File: src/rtl/kbd_pkg.sv
// Shared types and helpers for the 4x4 key matrix scanner: matrix geometry,
// scanner state encoding, and the row/column to key-code mapping.
package kbd_pkg;

  localparam int NUM_ROWS = 4;
  localparam int NUM_COLS = 4;
  localparam int CODE_W   = 4;
  localparam int ROW_W    = $clog2(NUM_ROWS);
  localparam int COL_W    = $clog2(NUM_COLS);

  typedef enum logic [1:0] {
    SCAN,
    DEBOUNCE,
    EMIT,
    WAIT_RELEASE
  } kbd_state_e;

  function automatic logic [CODE_W-1:0] kbd_encode(input logic [ROW_W-1:0] row,
                                                   input logic [COL_W-1:0] col);
    return CODE_W'(int'(row) * NUM_COLS + int'(col));
  endfunction

  // Lowest-index active-low row; callers qualify with "any row low".
  function automatic logic [ROW_W-1:0] kbd_first_low(input logic [NUM_ROWS-1:0] r);
    logic [ROW_W-1:0] idx;
    idx = '0;
    for (int i = NUM_ROWS - 1; i >= 0; i--) begin
      if (!r[i]) idx = ROW_W'(i);
    end
    return idx;
  endfunction

endpackage

File: src/rtl/kbd_sync.sv
// Two-flop synchronizer for the asynchronous matrix row lines; clears to all
// ones so an idle (pulled-up) matrix reads as "no key" straight out of reset.
module kbd_sync
  import kbd_pkg::*;
#(
  parameter int W = NUM_ROWS
) (
  input  logic         clk,
  input  logic         rst_n,
  input  logic [W-1:0] d,
  output logic [W-1:0] q
);

  logic [W-1:0] meta_q;
  logic [W-1:0] sync_q;

  always_ff @(posedge clk or negedge rst_n) begin
    if (!rst_n) begin
      meta_q <= '1;
      sync_q <= '1;
    end else begin
      meta_q <= d;
      sync_q <= meta_q;
    end
  end

  assign q = sync_q;

endmodule

File: src/rtl/kbd_matrix_scanner.sv
// 4x4 active-low key matrix scanner with debounce, key encoding and a one-cycle
// LoadOut strobe. Define KBD_REPEAT_EN to re-strobe every REPEAT_CYCLES while held.
module kbd_matrix_scanner
  import kbd_pkg::*;
#(
  parameter int SCAN_DIV        = 4,
  parameter int DEBOUNCE_CYCLES = 4,
  parameter int REPEAT_CYCLES   = 64
) (
  input  logic                MainClock,
  input  logic                invMainReset,
  input  logic [NUM_ROWS-1:0] rows,
  output logic [NUM_COLS-1:0] cols,
  output logic                kbd1,
  output logic                kbd2,
  output logic                kbd3,
  output logic                kbd4,
  output logic                LoadOut
);

  localparam int DIV_W = $clog2(SCAN_DIV);
  localparam int CNT_W = $clog2(DEBOUNCE_CYCLES + 1);
  localparam logic [DIV_W-1:0] DIV_LAST = DIV_W'(SCAN_DIV - 1);
  localparam logic [CNT_W-1:0] DEB_LAST = CNT_W'(DEBOUNCE_CYCLES - 1);

  generate
    if (SCAN_DIV < 3) begin : g_bad_scan_div
      $error("kbd_matrix_scanner: SCAN_DIV must be at least 3");
    end
    if (DEBOUNCE_CYCLES < 1) begin : g_bad_debounce
      $error("kbd_matrix_scanner: DEBOUNCE_CYCLES must be at least 1");
    end
    if (REPEAT_CYCLES < 2) begin : g_bad_repeat
      $error("kbd_matrix_scanner: REPEAT_CYCLES must be at least 2");
    end
  endgenerate

  logic [NUM_ROWS-1:0] rs;

  kbd_sync #(.W(NUM_ROWS)) u_sync (
    .clk   (MainClock),
    .rst_n (invMainReset),
    .d     (rows),
    .q     (rs)
  );

  kbd_state_e          state_q, state_d;
  logic [COL_W-1:0]    col_q,   col_d;
  logic [ROW_W-1:0]    row_q,   row_d;
  logic [DIV_W-1:0]    div_q,   div_d;
  logic [CNT_W-1:0]    cnt_q,   cnt_d;
  logic [CODE_W-1:0]   kbd_q,   kbd_d;
  logic                load_q,  load_d;
`ifdef KBD_REPEAT_EN
  localparam int REP_W = $clog2(REPEAT_CYCLES + 1);
  localparam logic [REP_W-1:0] REP_LAST = REP_W'(REPEAT_CYCLES - 1);
  logic [REP_W-1:0]    rep_q,   rep_d;
`endif

  logic any_low;
  logic row_match;

  // A sample matches only if the captured row is the lowest active row.
  assign any_low   = ~&rs;
  assign row_match = any_low && (kbd_first_low(rs) == row_q);

  always_comb begin
    state_d = state_q;
    col_d   = col_q;
    row_d   = row_q;
    div_d   = div_q;
    cnt_d   = cnt_q;
    kbd_d   = kbd_q;
    load_d  = 1'b0;
`ifdef KBD_REPEAT_EN
    rep_d   = rep_q;
`endif
    case (state_q)
      SCAN: begin
        if (div_q == DIV_LAST) begin
          div_d = '0;
          if (any_low) begin
            row_d   = kbd_first_low(rs);
            cnt_d   = '0;
            state_d = DEBOUNCE;
          end else begin
            col_d = col_q + COL_W'(1);
          end
        end else begin
          div_d = div_q + DIV_W'(1);
        end
      end
      DEBOUNCE: begin
        if (row_match) begin
          if (cnt_q == DEB_LAST) state_d = EMIT;
          else                   cnt_d   = cnt_q + CNT_W'(1);
        end else begin
          state_d = SCAN;
          col_d   = col_q + COL_W'(1);
          div_d   = '0;
        end
      end
      EMIT: begin
        kbd_d   = kbd_encode(row_q, col_q);
        load_d  = 1'b1;
        cnt_d   = '0;
        state_d = WAIT_RELEASE;
`ifdef KBD_REPEAT_EN
        rep_d   = '0;
`endif
      end
      WAIT_RELEASE: begin
        if (&rs) begin
          if (cnt_q == DEB_LAST) begin
            state_d = SCAN;
            col_d   = col_q + COL_W'(1);
            div_d   = '0;
          end else begin
            cnt_d = cnt_q + CNT_W'(1);
          end
        end else begin
          cnt_d = '0;
        end
`ifdef KBD_REPEAT_EN
        if (!rs[row_q]) begin
          if (rep_q == REP_LAST) begin
            rep_d  = '0;
            load_d = 1'b1;
          end else begin
            rep_d = rep_q + REP_W'(1);
          end
        end else begin
          rep_d = '0;
        end
`endif
      end
      default: state_d = SCAN;
    endcase
  end

  always_ff @(posedge MainClock or negedge invMainReset) begin
    if (!invMainReset) begin
      state_q <= SCAN;
      col_q   <= '0;
      row_q   <= '0;
      div_q   <= '0;
      cnt_q   <= '0;
      kbd_q   <= '0;
      load_q  <= 1'b0;
`ifdef KBD_REPEAT_EN
      rep_q   <= '0;
`endif
    end else begin
      state_q <= state_d;
      col_q   <= col_d;
      row_q   <= row_d;
      div_q   <= div_d;
      cnt_q   <= cnt_d;
      kbd_q   <= kbd_d;
      load_q  <= load_d;
`ifdef KBD_REPEAT_EN
      rep_q   <= rep_d;
`endif
    end
  end

  assign cols    = ~(NUM_COLS'(1) << col_q);
  assign kbd1    = kbd_q[0];
  assign kbd2    = kbd_q[1];
  assign kbd3    = kbd_q[2];
  assign kbd4    = kbd_q[3];
  assign LoadOut = load_q;

endmodule

File: config.mk
export PLATFORM = sky130hd
export DESIGN_NAME = kbd_matrix_scanner
export DESIGN_NICKNAME = d
export VERILOG_FILES = /design/src/rtl/kbd_pkg.sv /design/src/rtl/kbd_sync.sv /design/src/rtl/kbd_matrix_scanner.sv
export SDC_FILE = /design/constraint.sdc
export NUM_CORES = 1
export LEC_CHECK = 0
export ABC_AREA = 1
export CAP_MARGIN = 20
export CORE_MARGIN = 1
export CORE_UTILIZATION = 40
export CTS_BUF_LIST = sky130_fd_sc_hd__clkbuf_4
export DETAILED_ROUTE_END_ITERATION = 7
export PLACE_DENSITY_LB_ADDON = 0.08
export SETUP_SLACK_MARGIN = 0.05
export SYNTH_ARGS = -nofsm -noshare
export SYNTH_HDL_FRONTEND = slang
export SYNTH_SLANG_ARGS = --single-unit
File: constraint.sdc
create_clock -name MainClock -period 4.1 [get_ports MainClock]
set_clock_uncertainty 0.2 [all_clocks]
set_input_delay 0.41 -clock MainClock [delete_from_list [all_inputs] [get_ports MainClock]]
set_output_delay 0.41 -clock MainClock [all_outputs]
set_load 0.02 [all_outputs]
==> results.yml, run 1 <==
cts:
  post-cts-setup-buffers: 0
  holdBufCountCts: 0
  insertion_delay_ns: 0.32
  cts_tree: "done"
  cts-htree-levels: 1
  cts.repair.resized: 0
  clock_sink_count: 24
  cts_buffer_depth: 2
  clock_tree.root_cell: "sky130_fd_sc_hd__clkbuf_4"
  clkTransAtPathRegs_ns: 0.13
  tritoncts_buffers: 3
grt:
  grt_start_max_net_pins: 25
  grtUsageTotal_pct: 14.0
  grt_first_pass_wirelength_um: 3330
  grt_pass1_vias: 781
  gr-total-overflow: 0
  antenna_violations_before_repair: 0
timing:
  finalHoldViolations: 0
  setup_tns_ns: 0
  fin_crit_ns: 2.30
  slew-limit-headroom_pct: 68.3
  report.final.slew_viol_count: 0
  post-route-period-util_pct: 56.0
  grt_setup_unrepaired: "false"
  setup_viol: 0
  max_freq_mhz: 435
  worstMarginPinSlew_ns: 0.474
worst_hold_path:
  timing.hold.worst.start: "u_sync.meta_q[3]"
  holdCritPathClass: "reg -> reg"
  hold_path_end: "u_sync.q[3]"
  holdPathStages: 0
place:
  gp_congestion: 0.793
  placement.io_buffers: 14
  post-place-cells: 174
  dp.final_hpwl_um: 1460
setup_path:
  critical_path.max_stage_delay_ns: 0.59
  critical_path.reg2reg.startpoint: "u_sync.q[0]"
  worst_path_top_cell_family_by_delay: "buffers and inverters"
  crit-reg2reg-capture: "col_q[1]"
  cp.buffers_inverters: 3
  critPathKind: "reg -> out"
  reg2reg_setup_slack_ns: 2.46
  slowest_stage: "sky130_fd_sc_hd__clkdlybuf4s50_1"
  timing.critical_path.cells: "inv_1 -> ha_1 -> inv_1 -> clkdlybuf4s50_1"
  critical_path_arrival_ns: 1.69
  cp-start-kind: "flip-flop"
  cp_max_fo: 4
  cp_data_required_time_ns: 3.49
  timing.critical_path.depth: 4
  worstRegToRegCells: 7
  end_kind: "primary output"
  crit_path_frequent_cell: "sky130_fd_sc_hd__inv_1"
drt:
  drt_first_pass_iters: 7
  antenna_left: 0
  detailroute.via_count: 869
  drtIter0Drc: 24
  vias_per_cell: 4.85
  met3RoutedLength_um: 73
  drt-wirelength-per-cell_um: 11.0
  finalWirelength_um: 1970
  detailroute.wirelength.met2_um: 935
  post_detailed_route_drc_marker_count: 6
  route.layer.met1.wl_um: 909
  topRoutingLayerUsed: "met4"
pwr:
  power.internal_uw: 625
  pwr-share-comb_pct: 49.1
  peakVddDrop_v: 0.000298
  switching_share_pct: 41.4
  power.switching_uw: 442
  static-leakage-power_uw: 0.000692
  seq_power_share_pct: 34.7
  power.share.clock_pct: 16.1
  cell_pwr_density_nw_per_um2: 737
logic_synthesis:
  yosysWarnings: 0
  synth.ff_latch_count: 24
  synth_area_um2: 1200
  syn_inst: 129
  netlist.area_leader.share_pct: 33.3
  post_synth_num_cell_types: 23
  postSynthNetCount: 141
  synthTopCellsByArea: "sky130_fd_sc_hd__dfrtp_1 (33%), sky130_fd_sc_hd__dfstp_2 (18%), sky130_fd_sc_hd__nand2_1 (12%)"
  synthesis.area_per_instance_um2: 9.31
  yosysSeqAreaShare_pct: 50.8
  synth_area_leader_cell: "sky130_fd_sc_hd__dfrtp_1"
layout:
  diodes: 0
  stdcell_count: 179
  final.fill_count: 271
  syn2layout_area_growth_pct: 20.5
  fin_nets: 161
  finalCoreUtilization_pct: 51.6
  layout-drive-gt1-share_pct: 22.3
floorplan:
  floorplan.die.width_um: 56.8
  starting_density_pct: 42.8
  rows: 19
  floorplan.die_area_um2: 3230
  fp.dieH_um: 56.8
  design.portCount: 15
  core_area_um2: 2810
flow_run:
  max_cap_viols: 0
outcome:
  failed_checks: "DRC"
  result_of_the_run: "complete, but fails checks"
[flip-flops by register name, summed over array words and instances, names as in the netlist, named ones only]
name	flops
cnt_q	3
div_q	2
col_q	2
u_sync.meta_q	4
LoadOut	1
row_q	2
kbd_q	4
u_sync.q	4
state_q	1
[placed cells by master, fill, tap and decap left out, types with 2 or more instances in the layout]
cell type and instances:
sky130_fd_sc_hd__inv_1 15, sky130_fd_sc_hd__ha_1 6, sky130_fd_sc_hd__dfrtp_1 16, sky130_fd_sc_hd__dfstp_2 8, sky130_fd_sc_hd__nand3_1 7, sky130_fd_sc_hd__nor2_1 3, sky130_fd_sc_hd__a211oi_1 2, sky130_fd_sc_hd__nor2_4 6
sky130_fd_sc_hd__nand2_2 3, sky130_fd_sc_hd__nand2_1 37, sky130_fd_sc_hd__nand4_1 3, sky130_fd_sc_hd__inv_2 6, sky130_fd_sc_hd__clkbuf_4 3, sky130_fd_sc_hd__o21ai_0 3, sky130_fd_sc_hd__o21ai_1 5, sky130_fd_sc_hd__clkdlybuf4s50_1 14
[final cells by class]
type,count,area [um^2],area share (%)
clock inverters,1,30.0,2.07
multi-input cells,84,512,35.4
inverters,21,78.8,5.45
well taps,31,38.8,2.68
repair buffers,15,155,10.7
flip-flops and latches,24,611,42.2
clock buffers,3,22.5,1.56
[worst max-delay path by stage]
stage                 startpoint        to  slack (ns)
floorplan            u_sync.q[0]  col_q[0]        2.57
global placement    invMainReset  cnt_q[0]        2.21
detailed placement  invMainReset  cnt_q[0]        2.17
CTS                     col_q[0]   cols[0]        1.79
global route            col_q[0]   cols[0]        1.70
finish                  col_q[0]   cols[0]        1.80
[logic make-up (layout without fill, tap and decap cells)]
| kind of cell | Yosys count | after routing | synth area share, % |
|---|---|---|---|
| adder cells (fa/ha/maj) | 6 | 6 | 6.25 |
| AND/OR/NAND/NOR | 65 | 65 | 29.1 |
| flip-flops | 24 | 24 | 50.8 |
| XOR/XNOR | 1 | 1 | 0.729 |
| AO/OA/AOI/OAI | 12 | 12 | 6.56 |
| buffers and inverters | 21 | 40 | 6.56 |
[cell usage after synthesis, drive strengths merged]
library cell / n
ha: 6
o21ai: 9
nand2: 41
dfrtp: 16
a211oi: 2
nor2: 11
nand3: 8
inv: 21
o211ai: 1
nor3: 1
and2: 1
nand4: 3
xnor2: 1
dfstp: 8
[power groups by stage]
| stage | sequential [uW] | combinational (uW) | clock, uW |
|---|---|---|---|
| floorplan | 389 | 356 | 0 |
| finish | 371 | 524 | 172 |
| detailed placement | 377 | 524 | 0 |
| global placement | 374 | 519 | 0 |
| CTS | 372 | 527 | 177 |
| global route | 382 | 588 | 189 |
[stage by stage]
step / setup slack, ns / hold WS [ns] / area (um^2) / total power, uW
after floorplan: 2.57 / -0.0856 / 1200 / 745
after global placement: 2.21 / 0.146 / 1380 / 893
after detailed placement: 2.17 / 0.148 / 1380 / 901
after CTS: 1.79 / 0.167 / 1430 / 1080
after global routing: 1.70 / 0.169 / 1450 / 1160
final: 1.80 / 0.165 / 1450 / 1070
[metal layers]
layer | up-vias | global-route usage, %
met5 | - | 0
met1 | 397 | 16.1
li1 | 447 | -
met3 | 4 | 2.07
met4 | 0 | 9.41
met2 | 21 | 24.0
No activity file was read; power rests on OpenSTA's default activity.
==> inputs of run 2 (changes only) <==
clock period = 2.1 ns   (was 4.1 ns; I/O delays follow)
==> run 2 against run 1 <==
- the run still ends with DRC left
- total power increased by 80%
- routed wire length shrank 1.0%
- via count decreased by 1.2%
- combinational power increased by 89%
- cell area shrank 2.4%
- final cell count unchanged
- sequential share of layout area up 1.0 points
- count of clock-buffer cells in the layout did not move
- die area did not move
- flip-flop and latch count unchanged
- non-clock buffer count is the same
- core utilization down 1.2 points
==> results.yml, run 2 (synthesized netlist as in run 1, its figures left out) <==
outcome:
  failed_checks: "DRC"
  result_of_the_run: "complete, but fails checks"
grt:
  grt_first_pass_wirelength_um: 3840
  gr-total-overflow: 0
  grt_pass1_vias: 887
  antenna_violations_before_repair: 0
  grtUsageTotal_pct: 15.8
  grt_start_max_net_pins: 25
setup_path:
  critPathKind: "reg -> out"
  slowest_stage: "sky130_fd_sc_hd__dfrtp_1"
  critical_path_arrival_ns: 1.41
  cp_max_fo: 4
  end_kind: "primary output"
  crit_path_frequent_cell: "sky130_fd_sc_hd__inv_1"
  timing.critical_path.cells: "inv_1 -> ha_1 -> inv_1 -> dlygate4sd2_1"
  critical_path.max_stage_delay_ns: 0.42
  cp_data_required_time_ns: 1.69
  cp-start-kind: "flip-flop"
place:
  placement.io_buffers: 14
  gp_congestion: 0.802
  dp.final_hpwl_um: 1470
cts:
  insertion_delay_ns: 0.32
  cts_tree: "done"
  clkTransAtPathRegs_ns: 0.13
  post-cts-setup-buffers: 0
  cts_buffer_depth: 2
  clock_tree.root_cell: "sky130_fd_sc_hd__clkbuf_4"
  cts-htree-levels: 1
  clock_sink_count: 24
  tritoncts_buffers: 3
floorplan:
  floorplan.die_area_um2: 3230
  floorplan.die.width_um: 56.8
  fp.dieH_um: 56.8
  starting_density_pct: 42.8
  rows: 19
  design.portCount: 15
  core_area_um2: 2810
pwr:
  totalPowerFinal_uw: 1920
  static-leakage-power_uw: 0.000679
  cell_pwr_density_nw_per_um2: 1360
  peakVddDrop_v: 0.000546
drt:
  drtIter0Drc: 32
  finalWirelength_um: 1950
  vias_per_cell: 4.80
  drt_first_pass_iters: 6
  drt-wirelength-per-cell_um: 10.9
  antenna_left: 0
  post_detailed_route_drc_marker_count: 6
  detailroute.via_count: 859
timing:
  fin_crit_ns: 1.82
  max_freq_mhz: 549
  setup_viol: 0
  post-route-period-util_pct: 86.7
  worstMarginPinSlew_ns: 0.305
  setup_tns_ns: 0
  report.final.slew_viol_count: 0
  slew-limit-headroom_pct: 79.6
  grt_setup_unrepaired: "false"
  finalHoldViolations: 0
layout:
  syn2layout_area_growth_pct: 17.6
  fin_nets: 161
  final_common_cell: "sky130_fd_sc_hd__nand2_1"
  final_cell_mix: "sky130_fd_sc_hd__nand2_1 (37), sky130_fd_sc_hd__dfrtp_1 (16), sky130_fd_sc_hd__inv_1 (15), sky130_fd_sc_hd__clkdlybuf4s50_1 (10), sky130_fd_sc_hd__dfstp_2 (8)"
  diodes: 0
  layout-drive-gt1-share_pct: 21.6
worst_hold_path:
  holdCritPathClass: "in -> async"
flow_run:
  max_cap_viols: 0
==> run 2: critical path, delay by kind of cell, from the launching register on <==
family                     cells  cell delay (ns)
buffers and inverters          3             0.47
DFF                            1             0.42
adders and majority gates      1             0.21
==> run 2: path summary, 6_finish.rpt <==
path,from,end,slack [ns],depth (start not counted)
max reg2reg,u_sync.q[0],col_q[1],0.47,9
max,col_q[0],cols[0],0.28,4
min reg2reg,u_sync.meta_q[0],u_sync.q[0],0.16,0
min in group MainClock,rows[1],u_sync.meta_q[1],0.09,1
max in group asynchronous,invMainReset,u_sync.q[0],1.37,2
min,invMainReset,kbd_q[0],0.03,2
==> run 2: through the flow <==
stage,std cells,worst slack (ns),hold WS [ns],area [um^2],utilization [%]
after CTS,179,0.0807,0.0535,1410,50.3
after floorplan,129,0.575,-0.286,1200,-
final,179,0.280,0.0344,1410,50.4
after global routing,179,0.176,0.0627,1410,50.4
after global placement,175,0.408,0.145,1390,49.5
after detailed placement,175,0.380,0.147,1390,49.5
==> run 2: area by class of cell <==
cell class,instances,area [um^2]
clock inverter,1,3.75
tap,31,38.8
fill,265,1390
sequential,24,611
multi-input combinational,84,512
clock buffer,3,22.5
timing repair buffer,15,146
inverter,21,78.8
==> run 2: timing repair <==
| item | 4_1_cts | 5_1_grt |
|---|---|---|
| hold buffers | 0 | 0 |
| pin swaps | 0 | 0 |
| gates resized for setup | 3 | 1 |
| gates cloned | 0 | 0 |
| setup endpoints to repair | 3 | 1 |
==> run 2: layer usage <==
layer | up-vias | global-route usage [%] | wire length [um]
met5 | - | 0 | 0
met2 | 18 | 26.5 | 911
met3 | 5 | 4.15 | 90
met1 | 391 | 18.8 | 903
met4 | 0 | 7.32 | 43
li1 | 445 | - | -
==> run 2: power breakdown <==
part | switching (uW) | internal (uW)
clock network | 134 | 69.6
logic | 592 | 397
registers | 124 | 604
total | 850 | 1070
==> inputs of run 3 (changes only) <==
clock period = 1.8 ns   (was 2.1 ns; I/O delays follow)
==> run 3 against run 2 <==
- the flow still finishes with violations (DRC)
- non-clock buffer count is 1 higher
- sequential share of layout area grew 0.12 points
- sequential power rose by 16%
- final cell count grew 0.56%
- total power up 17%
- clock power up 16%
- cell area is 0.27% lower
- largest power group unchanged
- highest routed layer unchanged
==> results.yml, run 3 (synthesized netlist as in run 1, its figures left out) <==
place:
  place_worst_setup_slack_ns: 0.106
  total_cell_area_at_the_placement_stage_um2: 1390
  dp.final_hpwl_um: 1410
  gp_congestion: 0.803
  placement.io_buffers: 14
pwr:
  static-leakage-power_uw: 0.000682
  totalPowerFinal_uw: 2240
  cell_pwr_density_nw_per_um2: 1590
  peakVddDrop_v: 0.000635
  pwr-share-comb_pct: 51.6
  power.share.clock_pct: 10.6
  switching_share_pct: 44.2
  power.switching_uw: 990
  seq_power_share_pct: 37.9
  power.internal_uw: 1250
setup_path:
  critical_path_arrival_ns: 1.29
  critPathKind: "reg -> out"
  critical_path.max_stage_delay_ns: 0.60
  worst_path_top_cell_family_by_delay: "buffers and inverters"
  cp.buffers_inverters: 1
  slowest_stage: "sky130_fd_sc_hd__clkdlybuf4s50_1"
  end_kind: "primary output"
  cp_data_required_time_ns: 1.42
  cp_max_fo: 2
  timing.critical_path.cells: "clkdlybuf4s50_1"
  cp-start-kind: "flip-flop"
floorplan:
  starting_density_pct: 42.8
  core_area_um2: 2810
  floorplan.die_area_um2: 3230
  design.portCount: 15
  fp.dieH_um: 56.8
  rows: 19
  floorplan.die.width_um: 56.8
drt:
  finalWirelength_um: 1900
  drtIter0Drc: 23
  antenna_left: 0
  vias_per_cell: 4.74
  detailroute.via_count: 853
  post_detailed_route_drc_marker_count: 6
  drt_first_pass_iters: 6
  drt-wirelength-per-cell_um: 10.6
timing:
  max_freq_mhz: 598
  setup_tns_ns: 0
  report.final.slew_viol_count: 0
  setup_viol: 0
  post-route-period-util_pct: 92.9
  slew-limit-headroom_pct: 79.8
  grt_setup_unrepaired: "false"
  worstMarginPinSlew_ns: 0.303
  finalHoldViolations: 0
  finalWorstSetupSlack_ns: 0.128
  fin_crit_ns: 1.67
layout:
  final.fill_count: 270
  layout-drive-gt1-share_pct: 24.8
  layout.area.seq_um2: 611
  layout.cell_area.non_filler_um2: 1410
  fin_nets: 162
  syn2layout_area_growth_pct: 17.3
  final_common_cell: "sky130_fd_sc_hd__nand2_1"
  multi_input_comb_area_um2: 514
  diodes: 0
  final_cell_mix: "sky130_fd_sc_hd__nand2_1 (36), sky130_fd_sc_hd__dfrtp_1 (16), sky130_fd_sc_hd__inv_1 (15), sky130_fd_sc_hd__clkdlybuf4s50_1 (10), sky130_fd_sc_hd__dfstp_2 (8)"
grt:
  grt_start_max_net_pins: 25
  gr-total-overflow: 0
  grt_pass1_vias: 846
  grtUsageTotal_pct: 14.5
  grt_first_pass_wirelength_um: 3590
  antenna_violations_before_repair: 0
cts:
  clock_tree.root_cell: "sky130_fd_sc_hd__clkbuf_4"
  cts_tree: "done"
  clkTransAtPathRegs_ns: 0.13
  holdBufCountCts: 0
  cts_buffer_depth: 2
  tritoncts_buffers: 3
  cts-htree-levels: 1
  insertion_delay_ns: 0.31
  clock_sink_count: 24
flow_run:
  max_cap_viols: 0
outcome:
  failed_checks: "DRC"
  result_of_the_run: "complete, but fails checks"
worst_hold_path:
  holdCritPathClass: "in -> async"
[run 3: area by class of cell]
class                           count  area share [%]
Clock buffer                        3            1.60
Clock inverter                      1           0.266
Inverter                           21            5.60
Multi-Input combinational cell     84            36.5
Sequential cell                    24            43.3
Tap cell                           31            2.75
Timing Repair Buffer               16            9.95
[run 3: timing repair]
item / CTS / global route
resized for setup: 7 / 6
setup buffers: 0 / 1
setup endpoints to repair: 4 / 5
[run 3: power groups by stage]
| stage | Combinational (uW) | Clock [uW] | Sequential [uW] |
|---|---|---|---|
| floorplan | 811 | 0 | 886 |
| global placement | 1180 | 0 | 851 |
| detailed placement | 1180 | 0 | 858 |
| CTS | 1170 | 251 | 848 |
| global route | 1310 | 275 | 873 |
| finish | 1160 | 236 | 848 |
[run 3: worst register-to-register path, stage by stage, from the launching register on]
cell and delay, ns:
sky130_fd_sc_hd__dfstp_2 0.57, sky130_fd_sc_hd__nand2_2 0.08, sky130_fd_sc_hd__nor2_4 0.14, sky130_fd_sc_hd__inv_2 0.08
sky130_fd_sc_hd__o21ai_1 0.25, sky130_fd_sc_hd__nand3_2 0.11, sky130_fd_sc_hd__nand2_1 0.07, sky130_fd_sc_hd__nand2_1 0.04
[run 3: path summary, 6_finish.rpt]
check	to	cells past startpoint	start	slack, ns
setup / recovery	kbd3	1	kbd_q[2]	0.13
hold / removal	kbd_q[1]	2	invMainReset	0.009
setup reg to reg	col_q[1]	7	u_sync.q[0]	0.18
hold reg to reg	u_sync.q[2]	0	u_sync.meta_q[2]	0.16
max in group asynchronous	u_sync.q[0]	2	invMainReset	1.09
min in group MainClock	u_sync.meta_q[1]	1	rows[1]	0.06
[run 3: per-stage QoR]
step	instances	hold WS [ns]	utilization (%)
5_1_grt	180	0.0332	50.2
3_3_place_gp	175	0.146	49.5
6_report	180	0.00904	50.2
2_1_floorplan	129	-0.316	-
4_1_cts	179	0.0276	50.4
3_5_place_dp	175	0.147	49.5
[run 3: layer usage]
metal | vias up | GRT usage (%) | part of all wire [%]
met4 | 0 | 4.88 | 1.2
met3 | 2 | 4.15 | 4.5
met5 | - | 0 | 0
met2 | 16 | 25.5 | 46
li1 | 445 | - | -
met1 | 390 | 16.7 | 48
